File: config.mk
export PLATFORM = sky130hd
export DESIGN_NAME = bus_master_arbiter
export DESIGN_NICKNAME = d
export VERILOG_FILES = /design/src/rtl/bus_arb_pkg.sv /design/src/rtl/bus_master_arbiter_rr_pick.sv /design/src/rtl/bus_master_arbiter.sv
export SDC_FILE = /design/constraint.sdc
export NUM_CORES = 1
export LEC_CHECK = 0
export CAP_MARGIN = 20
export CELL_PAD_IN_SITES_DETAIL_PLACEMENT = 0
export CELL_PAD_IN_SITES_GLOBAL_PLACEMENT = 1
export CORE_MARGIN = 2
export CORE_UTILIZATION = 26
export DETAILED_ROUTE_END_ITERATION = 16
export PLACE_DENSITY = 0.83
export RECOVER_POWER = 25
export SLEW_MARGIN = 20
export SYNTH_ARGS = -nofsm -noshare
export SYNTH_HDL_FRONTEND = slang
export SYNTH_SLANG_ARGS = --single-unit
File: constraint.sdc
create_clock -name clk -period 1.4 [get_ports clk]
set_input_delay 0.21 -clock clk [delete_from_list [all_inputs] [get_ports clk]]
set_output_delay 0.21 -clock clk [all_outputs]
set_load 0.01 [all_outputs]
File: src/rtl/bus_arb_pkg.sv
// Shared types and constants for the bus master arbiter and its round-robin picker.
package bus_arb_pkg;

  typedef enum logic [1:0] {
    ARB    = 2'd0,
    GRANT  = 2'd1,
    ACCESS = 2'd2,
    ACK    = 2'd3
  } arb_state_t;

  localparam int unsigned DEF_WAIT_CYCLES = 4;
  localparam int unsigned DEF_MAX_BURST   = 8;

  function automatic int unsigned clog2(input int unsigned value);
    int unsigned r;
    r = 0;
    for (int unsigned i = 0; i < 32; i++) begin
      if ((64'd1 << i) < 64'(value)) r = i + 1;
    end
    return r;
  endfunction

endpackage

File: src/rtl/bus_master_arbiter_rr_pick.sv
// Combinational round-robin picker: first requester after 'last', wrapping modulo N.
module rr_pick
  import bus_arb_pkg::*;
#(
  parameter int unsigned N     = 3,
  parameter int unsigned IDX_W = clog2(N)
) (
  input  logic [N-1:0]     req,
  input  logic [IDX_W-1:0] last,
  output logic             valid,
  output logic [IDX_W-1:0] winner
);

  // Outer loop walks priority order last+1, last+2, ...; first hit wins.
  always_comb begin
    valid  = 1'b0;
    winner = '0;
    for (int unsigned i = 1; i <= N; i++) begin
      for (int unsigned j = 0; j < N; j++) begin
        if (!valid && (j == (32'(last) + i) % N) && req[j]) begin
          valid  = 1'b1;
          winner = IDX_W'(j);
        end
      end
    end
  end

endmodule

File: src/rtl/bus_master_arbiter.sv
// Round-robin bus arbiter with burst limit and lock; stretches each beat to WAIT_CYCLES.
module bus_master_arbiter
  import bus_arb_pkg::*;
#(
  parameter int unsigned N           = 3,
  parameter int unsigned ADDR_W      = 16,
  parameter int unsigned DATA_W      = 8,
  parameter int unsigned WAIT_CYCLES = DEF_WAIT_CYCLES,
  parameter int unsigned MAX_BURST   = DEF_MAX_BURST
) (
  input  logic                  clk,
  input  logic                  rst,
  input  logic [N-1:0]          m_req,
  input  logic [N-1:0]          m_lock,
  input  logic [N*ADDR_W-1:0]   m_addr,
  input  logic [N-1:0]          m_we,
  input  logic [N*DATA_W-1:0]   m_wdata,
  output logic [N-1:0]          m_gnt,
  output logic [N-1:0]          m_ack,
  output logic [DATA_W-1:0]     m_rdata,
  output logic                  bus_en,
  output logic [ADDR_W-1:0]     bus_addr,
  output logic                  bus_we,
  output logic [DATA_W-1:0]     bus_wdata,
  input  logic [DATA_W-1:0]     bus_rdata,
  output logic [clog2(N)-1:0]   owner,
  output logic                  busy
);

  localparam int unsigned OW = clog2(N);
  localparam int unsigned BW = clog2(MAX_BURST + 1);
  localparam int unsigned WW = (WAIT_CYCLES > 1) ? clog2(WAIT_CYCLES) : 1;

  arb_state_t          state;
  logic [OW-1:0]       last;
  logic [BW-1:0]       beat_cnt;
  logic [WW-1:0]       wait_cnt;
  logic                pick_valid;
  logic [OW-1:0]       pick_winner;
  logic [ADDR_W-1:0]   sel_addr;
  logic [DATA_W-1:0]   sel_wdata;
  logic                sel_we;
  logic                cont;

  rr_pick #(.N(N), .IDX_W(OW)) u_pick (
    .req    (m_req),
    .last   (last),
    .valid  (pick_valid),
    .winner (pick_winner)
  );

  always_comb begin
    sel_addr  = m_addr[owner*ADDR_W +: ADDR_W];
    sel_wdata = m_wdata[owner*DATA_W +: DATA_W];
    sel_we    = m_we[owner];
    // Lock keeps the bus past the burst limit, but only while the owner still requests.
    cont      = m_req[owner] && (m_lock[owner] || (beat_cnt < BW'(MAX_BURST)));
    busy      = (state != ARB);
  end

  always_ff @(posedge clk) begin
    if (rst) begin
      state     <= ARB;
      m_gnt     <= '0;
      m_ack     <= '0;
      m_rdata   <= '0;
      bus_en    <= 1'b0;
      bus_addr  <= '0;
      bus_we    <= 1'b0;
      bus_wdata <= '0;
      owner     <= '0;
      last      <= OW'(N - 1);
      beat_cnt  <= '0;
      wait_cnt  <= '0;
    end else begin
      m_ack <= '0;
      case (state)
        ARB: begin
          if (pick_valid) begin
            owner <= pick_winner;
            m_gnt <= N'(1) << pick_winner;
            state <= GRANT;
          end
        end
        GRANT: begin
          if (m_req[owner]) begin
            bus_addr  <= sel_addr;
            bus_we    <= sel_we;
            bus_wdata <= sel_wdata;
            bus_en    <= 1'b1;
            wait_cnt  <= '0;
            state     <= ACCESS;
          end else begin
            m_gnt <= '0;
            last  <= owner;
            state <= ARB;
          end
        end
        ACCESS: begin
          if (wait_cnt == WW'(WAIT_CYCLES - 1)) begin
            bus_en <= 1'b0;
            if (!bus_we) m_rdata <= bus_rdata;
            if (beat_cnt < BW'(MAX_BURST)) beat_cnt <= beat_cnt + 1'b1;
            m_ack <= m_gnt;
            state <= ACK;
          end else begin
            wait_cnt <= wait_cnt + 1'b1;
          end
        end
        ACK: begin
          if (cont) begin
            bus_addr  <= sel_addr;
            bus_we    <= sel_we;
            bus_wdata <= sel_wdata;
            bus_en    <= 1'b1;
            wait_cnt  <= '0;
            state     <= ACCESS;
          end else begin
            m_gnt    <= '0;
            last     <= owner;
            beat_cnt <= '0;
            state    <= ARB;
          end
        end
        default: state <= ARB;
      endcase
    end
  end

endmodule

# After elaboration in Yosys (flattened, before gate mapping)
# Cells that the tools add are included.
# totals
latchBits	0
rom_bits	0
ram_bits	0
ff_bits	52
mem_count	0
# classes
div_mod_pow	3
n_shift	3
order_cmp	2
n_addsub	5
eq_ne	18
n_mux	56
mul	0
reduce_logical	46
bitwise	3
# op_table
operator	n
$eq 1x32->1 const A	3
$eq 2x32->1 const A	3
$logic_not 32->1	3
$mod 32x2->32 const B	3
$shiftx 48x7->16	1
$mux 16	2
$mux 2	16
$pmux 16 s2	1
$shiftx 24x6->8	1
$logic_and 1x1->1	18
$mux 1	18
$mux 8	2
$ne 2x2->1 const B	8
$pmux 8 s2	1
$reduce_and 4->1	4
$mux 4	3
$mux 3	3
$pmux 3 s3	1
$reduce_and 3->1	3
$logic_not 1->1	8
$pmux 2 s4	1
$pmux 4 s2	1
$add 2x2->3 const B	2
$bmux 1 s2	3
other kinds (19)	27

# Logic depth before layout (Yosys ltp)
# depth
ltp_word	40
ltp_mapped	7
ltp_nobuf	6

# Hierarchy
# Synthesis repeated with hierarchy kept, for this count alone.
# unflattened
cells_unflattened	304
hier_area_um2	2717.6
# by_module_without_submodules
mod	area_each_um2	seq_area_each_um2	cells_each	instances
bus_master_arbiter	2630.0	1041.0	293	1
rr_pick	87.6	0.0	11	1

# Least setup slack after synthesis
# Ideal clock, no wire load.
# synth_path
path_kind	reg2reg
startpoint	register owner[0]
endpoint	register bus_addr[10]
arrival_time_ns	1.490
synth_period_minus_slack_ns	1.561
n_path_buf	2
setup_slack_ns	-0.161
setup_time_ns	0.072
stages_incl_launch_ff	7
required_time_ns	1.328
path_cell_list	dfxtp_1 -> mux2i_1 -> o221ai_2 -> o211ai_2 -> buf_6 -> buf_6 -> mux2i_1
# synth_via
elab_chain_cells	6
word_cells_on_any_way	13
# synth_rtl
element	line_no	text
start: declaration	bus_master_arbiter.sv:26	output logic [clog2(N)-1:0] owner,
start signal: assignment	bus_master_arbiter.sv:80	owner <= pick_winner;
branches (longest 6 deep; another with $shiftx 48x7->16)	-	
end signal: assignment	bus_master_arbiter.sv:87	bus_addr <= sel_addr;
end signal: assignment	bus_master_arbiter.sv:112	bus_addr <= sel_addr;
end: declaration	bus_master_arbiter.sv:22	output logic [ADDR_W-1:0] bus_addr,
# Several ways; the timed one is not identified. The select of a mux whose other input is x is not followed.
# A chain may end at the register's enable or synchronous reset.

# Worst setup path in the final report
# layout_path
startpoint	register owner[0]
endpoint	register state[1]
# layout_via
elab_chain_cells	6
word_cells_on_any_way	9
# layout_rtl
element	line_no	text
$bmux 1 s2	bus_master_arbiter.sv:57	cont = m_req[owner] && (m_lock[owner] || (beat_cnt < BW'(MAX_BURST)));
$mux 1 (not written as such)	bus_master_arbiter.sv:57	
$logic_or 1x1->1	bus_master_arbiter.sv:57	
$logic_and 1x1->1	bus_master_arbiter.sv:57	
$mux 2	bus_master_arbiter.sv:111	if (cont) begin
$pmux 2 s4 (*)	bus_master_arbiter.sv:77	case (state)
end signal: assignment	bus_master_arbiter.sv:63	state <= ARB;
end signal: assignment	bus_master_arbiter.sv:82	state <= GRANT;
end signal: assignment	bus_master_arbiter.sv:117	state <= ACCESS;
end: declaration	bus_master_arbiter.sv:34	arb_state_t state;
# Mark *: on every way between the ends. The rest lies on a longest branch, timed or not. The select of a mux whose other input is x is not followed.

==> out/results.tsv <==
metric	value	unit
syn_to_final_growth	71.37	%
nNetsFinal	557	
synth_area	0.002758	mm^2
setup_viol	40	
tightest_slew	0.3623	ns
ys_seq_area_frac	0.3775	
crit_path_end	state[1]	
rr_worst_depth	7	
syn_nets	405	
ir_drop	0.0005610	V
critPathMaxFanout	16	
diodes	0	
maxCapViolCount	0	
io_buffer_count	133	
crit_type	register to register	
route.detailed.drc	0	
fin_area	0.004726	mm^2
layout_common_cells	clkdlybuf4s50_1, nand2_1, mux2i_1	
grt-ovfl-total	0	
drtPass1Iterations	6	
grt_first_pass_wirelength	12820	um
layout_setup_ws	-0.1733	ns
yosysWarnings	0	
cp-start-kind	register	
cp-startpoint	owner[0]	
die_area	0.01145	mm^2
reg2reg_from	owner[0]	
fillers	1006	
cts_tree	built	
violations	negative setup slack	
antenna_found_initial	0	
post_drt_via_cell_ratio	4.588	
clk_pin_slew	0.10	ns
multi_input_area	0.001740	mm^2
tns	-4.933	ns
cts_made_buffers	5	
num_vias	2748	
drive_above_1_share	0.1771	
synth_edf_count	0	
grt_max_degree	26	
ys_ff_latch	52	
worstPathRequired	1.64	ns
hold_class	primary input to register	
drtIter0Drc	65	
ant_nets	0	
routed_wl	8146	um
arrival	1.82	ns
crit_path_end_kind	register	
dp.cells	582	
fin_crit	1.573	ns
synthDistinctLibCells	44	
p_leak	0.001984	uW
numClockSinks	52	
groute.usage.overall	0.1399	
regArea	0.001059	mm^2
clk_path_buf_depth	2	
hold_viol_final	0	
dpl.hpwl	6242	um
std_cell_rows	37	
clk_latency	0.31	ns
fin_crit_sh	1.124	
gp_congestion	0.8358	
placed_area	0.004436	mm^2
cts_htree_levels	2	
syn_area_per_cell	8.896	um^2
wl_per_cell	13.60	um
outcome	finished with violations	
fin_cells	599	
core-area	0.01032	mm^2
slew_viol_final	0	
grt_pass1_vias	2699	
rsz0062_at_grt	yes	
max_freq	0.6356	GHz
fin_skew	0.009298	ns
die_w	107.0	um
start_util	0.2671	
ys.flop_type	dfxtp_1	
r2r_end	state[1]	
synthArstFlopShare	0	
syn_inst	310	
slew_headroom	0.7581	
root_buffer	clkbuf_8	
ioPinCount	134	
die_h	107.0	um
holdBufCountCts	0	
power_density	839.8	mW/mm^2
layout_commonest_cell	clkdlybuf4s50_1	
utilization	0.4578	
regToRegSetupSlack	-0.17	ns
-- worst max-delay path, cell delays in order, from the launching register on --
cell and delay (ns):
dfxtp_4 0.38, buf_4 0.15, mux2i_4 0.18, o2bb2ai_4 0.21
o211ai_4 0.14, buf_12 0.18, buf_4 0.14, a21oi_2 0.12
-- Yosys cell counts, types with 2 or more instances --
cell,instances,area [um^2]
a21oi_1,16,80.08
and3_1,2,12.51
and3b_1,2,17.52
buf_1,4,15.01
buf_2,4,20.02
buf_4,3,22.52
buf_6,2,22.52
clkbuf_1,12,45.04
dfxtp_1,52,1041
ha_1,4,50.05
inv_1,7,26.28
mux2i_1,54,540.5
nand2_1,65,244.0
nand2b_1,4,25.02
nand3b_1,4,30.03
nor2_1,7,26.28
nor3_1,6,30.03
nor3b_1,2,15.01
o21ai_0,9,45.04
o22ai_1,2,12.51
o2bb2ai_1,25,219.0
o31ai_1,2,15.01
-- sequential cells by signal, indices dropped and copies added (netlist names) --
| name | count |
|---|---|
| beat_cnt | 4 |
| bus_wdata | 8 |
| bus_we | 1 |
| bus_addr | 16 |
| state | 2 |
| m_rdata | 8 |
| wait_cnt | 2 |
| owner | 2 |
| last | 2 |
| m_gnt | 3 |
| m_ack | 3 |
| bus_en | 1 |
-- per-stage QoR --
stage               power, uW  worst slack [ns]  hold WS [ns]
detailed placement       2918           -0.3673        0.4541
global placement         2896           -0.2994        0.4429
floorplan                2290          -0.05328        0.3460
global route             4187           -0.2566        0.4522
finish                   3969           -0.1733        0.4498
CTS                      3954           -0.1722        0.4491
-- area by class of cell --
class                      count  share of cell area
multi-input combinational    225              0.3683
inverter                       8            0.006354
timing repair buffer         170              0.3426
tap                          136             0.03601
clock buffer                   6             0.01536
clock inverter                 2            0.007413
sequential                    52              0.2240
-- where the power goes --
group	switching [uW]	total, uW	internal, uW	leakage [uW]
combinational	558	1300	744	0.00150
sequential	66.7	1640	1580	0.000425
clock	492	1020	531	0.0000552
-- worst min path at each step --
stage                 startpoint           end  slack, ns  cells after the start
global route        bus_rdata[0]    m_rdata[0]       0.45                      3
finish              bus_rdata[4]    m_rdata[4]       0.45                      3
detailed placement  bus_addr[10]  bus_addr[10]       0.45                      2
global placement     bus_addr[9]   bus_addr[9]       0.44                      2
CTS                 bus_rdata[1]    m_rdata[1]       0.45                      3
floorplan           bus_rdata[0]    m_rdata[0]       0.35                      2
-- kinds of logic (layout without fill, tap and decap cells) --
group,after synthesis,after routing,synth area share
simple gates,100,100,0.1647
buf+inv,33,186,0.05626
flops,52,52,0.3775
compound gates,67,67,0.1874
fa+ha+maj,4,4,0.01815
mux,54,54,0.1960
-- what timing repair did --
item | in CTS | in global routing
pin swaps | 5 | 6
gates cloned | 0 | 0
buffers inserted | 4 | 5
hold endpoints to repair | 0 | 0
setup endpoints to repair | 83 | 55
resized for setup | 54 | 28
-- metal layers --
layer | up-vias | routed length, um | GRT usage
li1 | 1404 | - | -
met2 | 78 | 4243 | 0.2566
met4 | 0 | 114 | 0.03896
met3 | 9 | 495 | 0.03465
met5 | - | 0 | 0
met1 | 1257 | 3292 | 0.1604
Power figures use the tool's default switching activity.
==> variant 1 (same flow settings) <==
The package constant `DEF_MAX_BURST` goes from 8 to 16.
--- a/src/rtl/bus_arb_pkg.sv
+++ b/src/rtl/bus_arb_pkg.sv
@@ -10,5 +10,5 @@
 
   localparam int unsigned DEF_WAIT_CYCLES = 4;
-  localparam int unsigned DEF_MAX_BURST   = 8;
+  localparam int unsigned DEF_MAX_BURST   = 16;
 
   function automatic int unsigned clog2(input int unsigned value);
Function: not settled (the Yosys comparison gave no result); the edit may change what the design does.
==> variant 1 against the unedited design <==
  * The run still ends with negative setup slack left
  * Non-clock buffer count down 6
  * Power fell by 3.3%
  * Die area about the same
  * Combinational power decreased by 4%
  * Setup slack got worse by 0.0086 ns
  * Wire length down 1.9%
  * Synthesized cell count decreased by 3.9%
  * Sequential cell count is 1 higher
  * Global-route usage down 0.71 points
  * Sequential share of layout area up 0.73 points
  * Worst hold slack better by 0.0091 ns
  * Area after synthesis barely moved
  * Cell area is 0.98% lower
  * Critical path type unchanged
  * Largest cell class unchanged
  * Largest power group unchanged
==> variant 1: results <==
group,metric,value,unit
run_status,run_status,"complete, but fails checks",
run_status,violated_checks,"negative setup slack",
sta,timing.final.setup_violations,34,
grt,vias_in_the_first_global_route,2586,
logic_synthesis,post_synth_most_frequent_cells,"mux2i_1, nand2_1, dfxtp_1, o2bb2ai_1, nor2_1",
logic_synthesis,synthDistinctLibCells,41,
setup_path,crit_fanout,3,
placed_design,globalplace.congestion,0.815,
grt,global_route_wire_length_before_repair,12300,um
drt,vias_per_cell,4.64,
power,leakage_component_of_the_power,0.00198,uW
hold_path,hp-class,"reg2reg",
drt,drt_pass1_iterations,4,
grt,grt.total_usage,0.133,
sta,timing.max_slew.rel_slack,0.658,
final_layout,fillers,1013,
die,initial_core_util,0.267,
logic_synthesis,netlist_top_cells_area,"dfxtp_1, mux2i_1, o2bb2ai_1",
final_layout,post_route_cells_drive_above_1_share,0.157,
power,peak_vdd_ir,0.507,mV
grt,maximum_number_of_pins_on_one_net_before_global_route_repair,28,
logic_synthesis,adder_cell_share_of_the_synthesized_area,0.0182,
sta,setup_slack,-0.182,ns
sta,fin_worst_skew,0.00995,ns
hold_path,hold_path.startpoint,"state[0]$_SDFFE_PP0P_",
logic_synthesis,synthesis.nets,393,
placed_design,dp_hpwl,6110,um
drt,drt_iter0_markers,98,
logic_synthesis,yosys.area_share.xor_xnor,0.00954,
sta,holdWs,0.459,ns
==> variant 1: cell type report <==
class                   count  share of cell area
repair buffers            164               0.346
multi-input cells         219               0.364
flip-flops and latches     53               0.231
inverters                   3             0.00241
clock inverters             3             0.00535
clock buffers               5              0.0147
well taps                 136              0.0364
==> variant 1: cell families after synthesis <==
kind of cell    after synthesis
simple gates                102
fa+ha+maj                     4
xor+xnor                      3
compound gates               47
flops                        53
buf+inv                      26
mux                          63
==> variant 1: per-stage QoR <==
stage	instance area, sq um	cells	TNS [ns]	setup WS (ns)
2_1_floorplan	2790	298	-0.537	-0.0268
3_3_place_gp	4420	573	-9.65	-0.278
3_5_place_dp	4420	573	-11.57	-0.342
4_1_cts	4570	581	-1.39	-0.139
5_1_grt	4680	583	-6.24	-0.212
6_report	4680	583	-3.08	-0.182
==> variant 1: worst paths after layout <==
kind,endpoint,cells past startpoint
worst max-delay path,m_gnt[1]$_SDFFE_PP0P_,5
worst min-delay path,state[0]$_SDFFE_PP0P_,1
worst max register to register,m_gnt[1]$_SDFFE_PP0P_,5
worst min register to register,state[0]$_SDFFE_PP0P_,1
==> variant 1: routing by layer <==
| layer | global-route usage | wire length [um] |
|---|---|---|
| met2 | 0.239 | 4170 |
| met3 | 0.0365 | 533 |
| met4 | 0.0278 | 42 |
| met5 | 0 | 0 |
| met1 | 0.158 | 3250 |
==> variant 1: critical path, stage by stage (launching register included) <==
cell	delay [ns]
dfxtp_4	0.39
inv_2	0.04
ha_4	0.28
nor3_2	0.07
or4_1	0.54
o22ai_2	0.20
==> variant 1: what timing repair did <==
| action | in CTS | in global routing |
|---|---|---|
| gates cloned | 0 | 1 |
| setup endpoints to repair | 84 | 54 |
| pin swaps | 8 | 10 |
| resized for setup | 67 | 25 |
| buffers inserted | 1 | 1 |
| hold buffers | 0 | 0 |
==> variant 1: power by group <==
part           switching [uW]  internal, uW
sequential               72.0          1610
combinational             529           725
clock                     538           367
==> variant 2 (config.mk and constraints unchanged) <==
Without the edit above. Make the reset (`rst`) asynchronous in one clocked block.
--- a/src/rtl/bus_master_arbiter.sv
+++ b/src/rtl/bus_master_arbiter.sv
@@ -59,5 +59,5 @@
   end
 
-  always_ff @(posedge clk) begin
+  always_ff @(posedge clk or posedge rst) begin
     if (rst) begin
       state     <= ARB;
Check against the original RTL: not settled (the Yosys comparison gave no result); the edit may change what the design does.
==> variant 2 against the unedited design <==
  * The run still ends with negative setup slack left
  * Area after synthesis shrank 1.4%
  * Worst hold slack gained 0.0010 ns
  * Critical endpoint is now last[0]$_DFFE_PP0P_
  * Cell area is 3.5% higher
  * Sequential cell count did not move
  * Setup slack got worse by 0.22 ns
  * Largest cell class is now buffers
  * Cell count down 7.0%
  * Clock skew grew 0.0033 ns
  * Wire length rose by 0.86%
Power is not compared: it rests on default switching activity, and its combinational part moved more than twofold at a synthesized area within 25%.
==> variant 2: results <==
group,metric,value,unit
sta,timing.final.setup_violations,50,
clock_network,htree_num_levels,2,
run_status,run_status,"complete, but fails checks",
logic_synthesis,seq_area_frac_synth,0.479,
logic_synthesis,post_synth_most_frequent_cells,"dfrtp_1, nand2_1, o21ai_0, mux2i_1",
hold_path,hp-class,"in2async",
logic_synthesis,post_synth_mux_area_share,0.249,
drt,totalWireLength,8220,um
grt,grt_antenna_before_repair,0,
clock_network,reg_clk_slew_reported_paths,0.10,ns
placed_design,detailedPlace.worstSlack,-0.500,ns
logic_synthesis,synthDistinctLibCells,39,
logic_synthesis,synth-async-reset-ratio,1.00,
drt,vias_per_cell,4.57,
logic_synthesis,syn_avg_cell_area,11.1,sq um
run_status,violated_checks,"negative setup slack",
grt,maximum_number_of_pins_on_one_net_before_global_route_repair,26,
grt,grt.total_usage,0.143,
setup_path,arrival,2.00,ns
drt,detailroute.via_count,2547,
logic_synthesis,synth-compound-area-share,0.122,
placed_design,dp_hpwl,5970,um
sta,fin_worst_skew,0.0126,ns
setup_path,timing.critical_path.max_delay_family,"flip-flops",
grt,global_route_wire_length_before_repair,12900,um
grt,vias_in_the_first_global_route,2707,
final_layout,diodes,0,
final_layout,post_route_cells_drive_above_1_share,0.268,
drt,drt_iter0_markers,75,
setup_path,slowest_delay,0.49,ns
clock_network,cts_made_buffers,5,
logic_synthesis,synthesis.nets,340,
power,leakage_component_of_the_power,0.00219,uW
logic_synthesis,netlist_top_cells_area,"dfrtp_1, mux2i_1, mux2_1",
final_layout,final_nets,515,
setup_path,max_stage_delay_cell_worst_path,"dfrtp_2",
sta,timing.max_slew.rel_slack,0.475,
logic_synthesis,yosys.area_share.xor_xnor,0,
sta,setup_slack,-0.395,ns
drt,drt_pass1_iterations,4,
logic_synthesis,synth.yosys.warnings,0,
setup_path,crit_fanout,5,
placed_design,placed_cell_area,4540,sq um
clock_network,clk-insertion-delay-late,0.31,ns
clock_network,cts-root-buf,"clkbuf_8",
sta,setup-tns-final,-13.53,ns
logic_synthesis,adder_cell_share_of_the_synthesized_area,0.0184,
sta,timing_max_transition_violations_final,0,
placed_design,place.detailed.instances,533,
placed_design,globalplace.congestion,0.767,
variant 2: logic make-up after synthesis:
family | after synthesis
fa+ha+maj | 4
compound gates | 51
simple gates | 57
buf+inv | 18
flops | 52
mux | 63
variant 2: worst paths after layout:
kind	startpoint	to	slack, ns	cells after the start
min reg2reg	bus_addr[15]$_DFFE_PP0P_	bus_addr[15]$_DFFE_PP0P_	0.49	1
min	rst	state[1]$_DFFE_PP0P_	0.45	2
max	owner[0]$_DFFE_PP0P_	last[0]$_DFFE_PP0P_	-0.39	6
min in group clk	bus_addr[15]$_DFFE_PP0P_	bus_addr[15]$_DFFE_PP0P_	0.49	1
max in group asynchronous	rst	bus_wdata[2]$_DFFE_PP0P_	0.13	3
max reg2reg	owner[0]$_DFFE_PP0P_	last[0]$_DFFE_PP0P_	-0.39	6
variant 2: power breakdown:
part	leakage [uW]	total (uW)	switching, uW	internal, uW
sequential	0.000635	2680	473	2200
combinational	0.00151	5290	2260	3020
clock	0.0000412	832	482	350
variant 2: cell type report:
type                            instances  area (sq um)
Clock buffer                            6          72.6
Clock inverter                          2          12.5
Fill cell                             953          5340
Inverter                                5          20.0
Multi-Input combinational cell        176          1610
Sequential cell                        52          1310
Tap cell                              136           170
Timing Repair Buffer                  180          1710
variant 2: timing repair:
item / in CTS / in global routing
buffers inserted: 9 / 6
resized for setup: 63 / 27
gates cloned: 1 / 0
endpoints found under the setup margin: 90 / 53
pin swaps: 8 / 2
variant 2: metal layers:
layer	vias to the layer above	track usage	part of all wire
li1	1232	-	-
met1	1194	0.168	0.43
met2	113	0.256	0.47
met3	8	0.0435	0.088
met4	0	0.0282	0.0089
met5	-	0	0
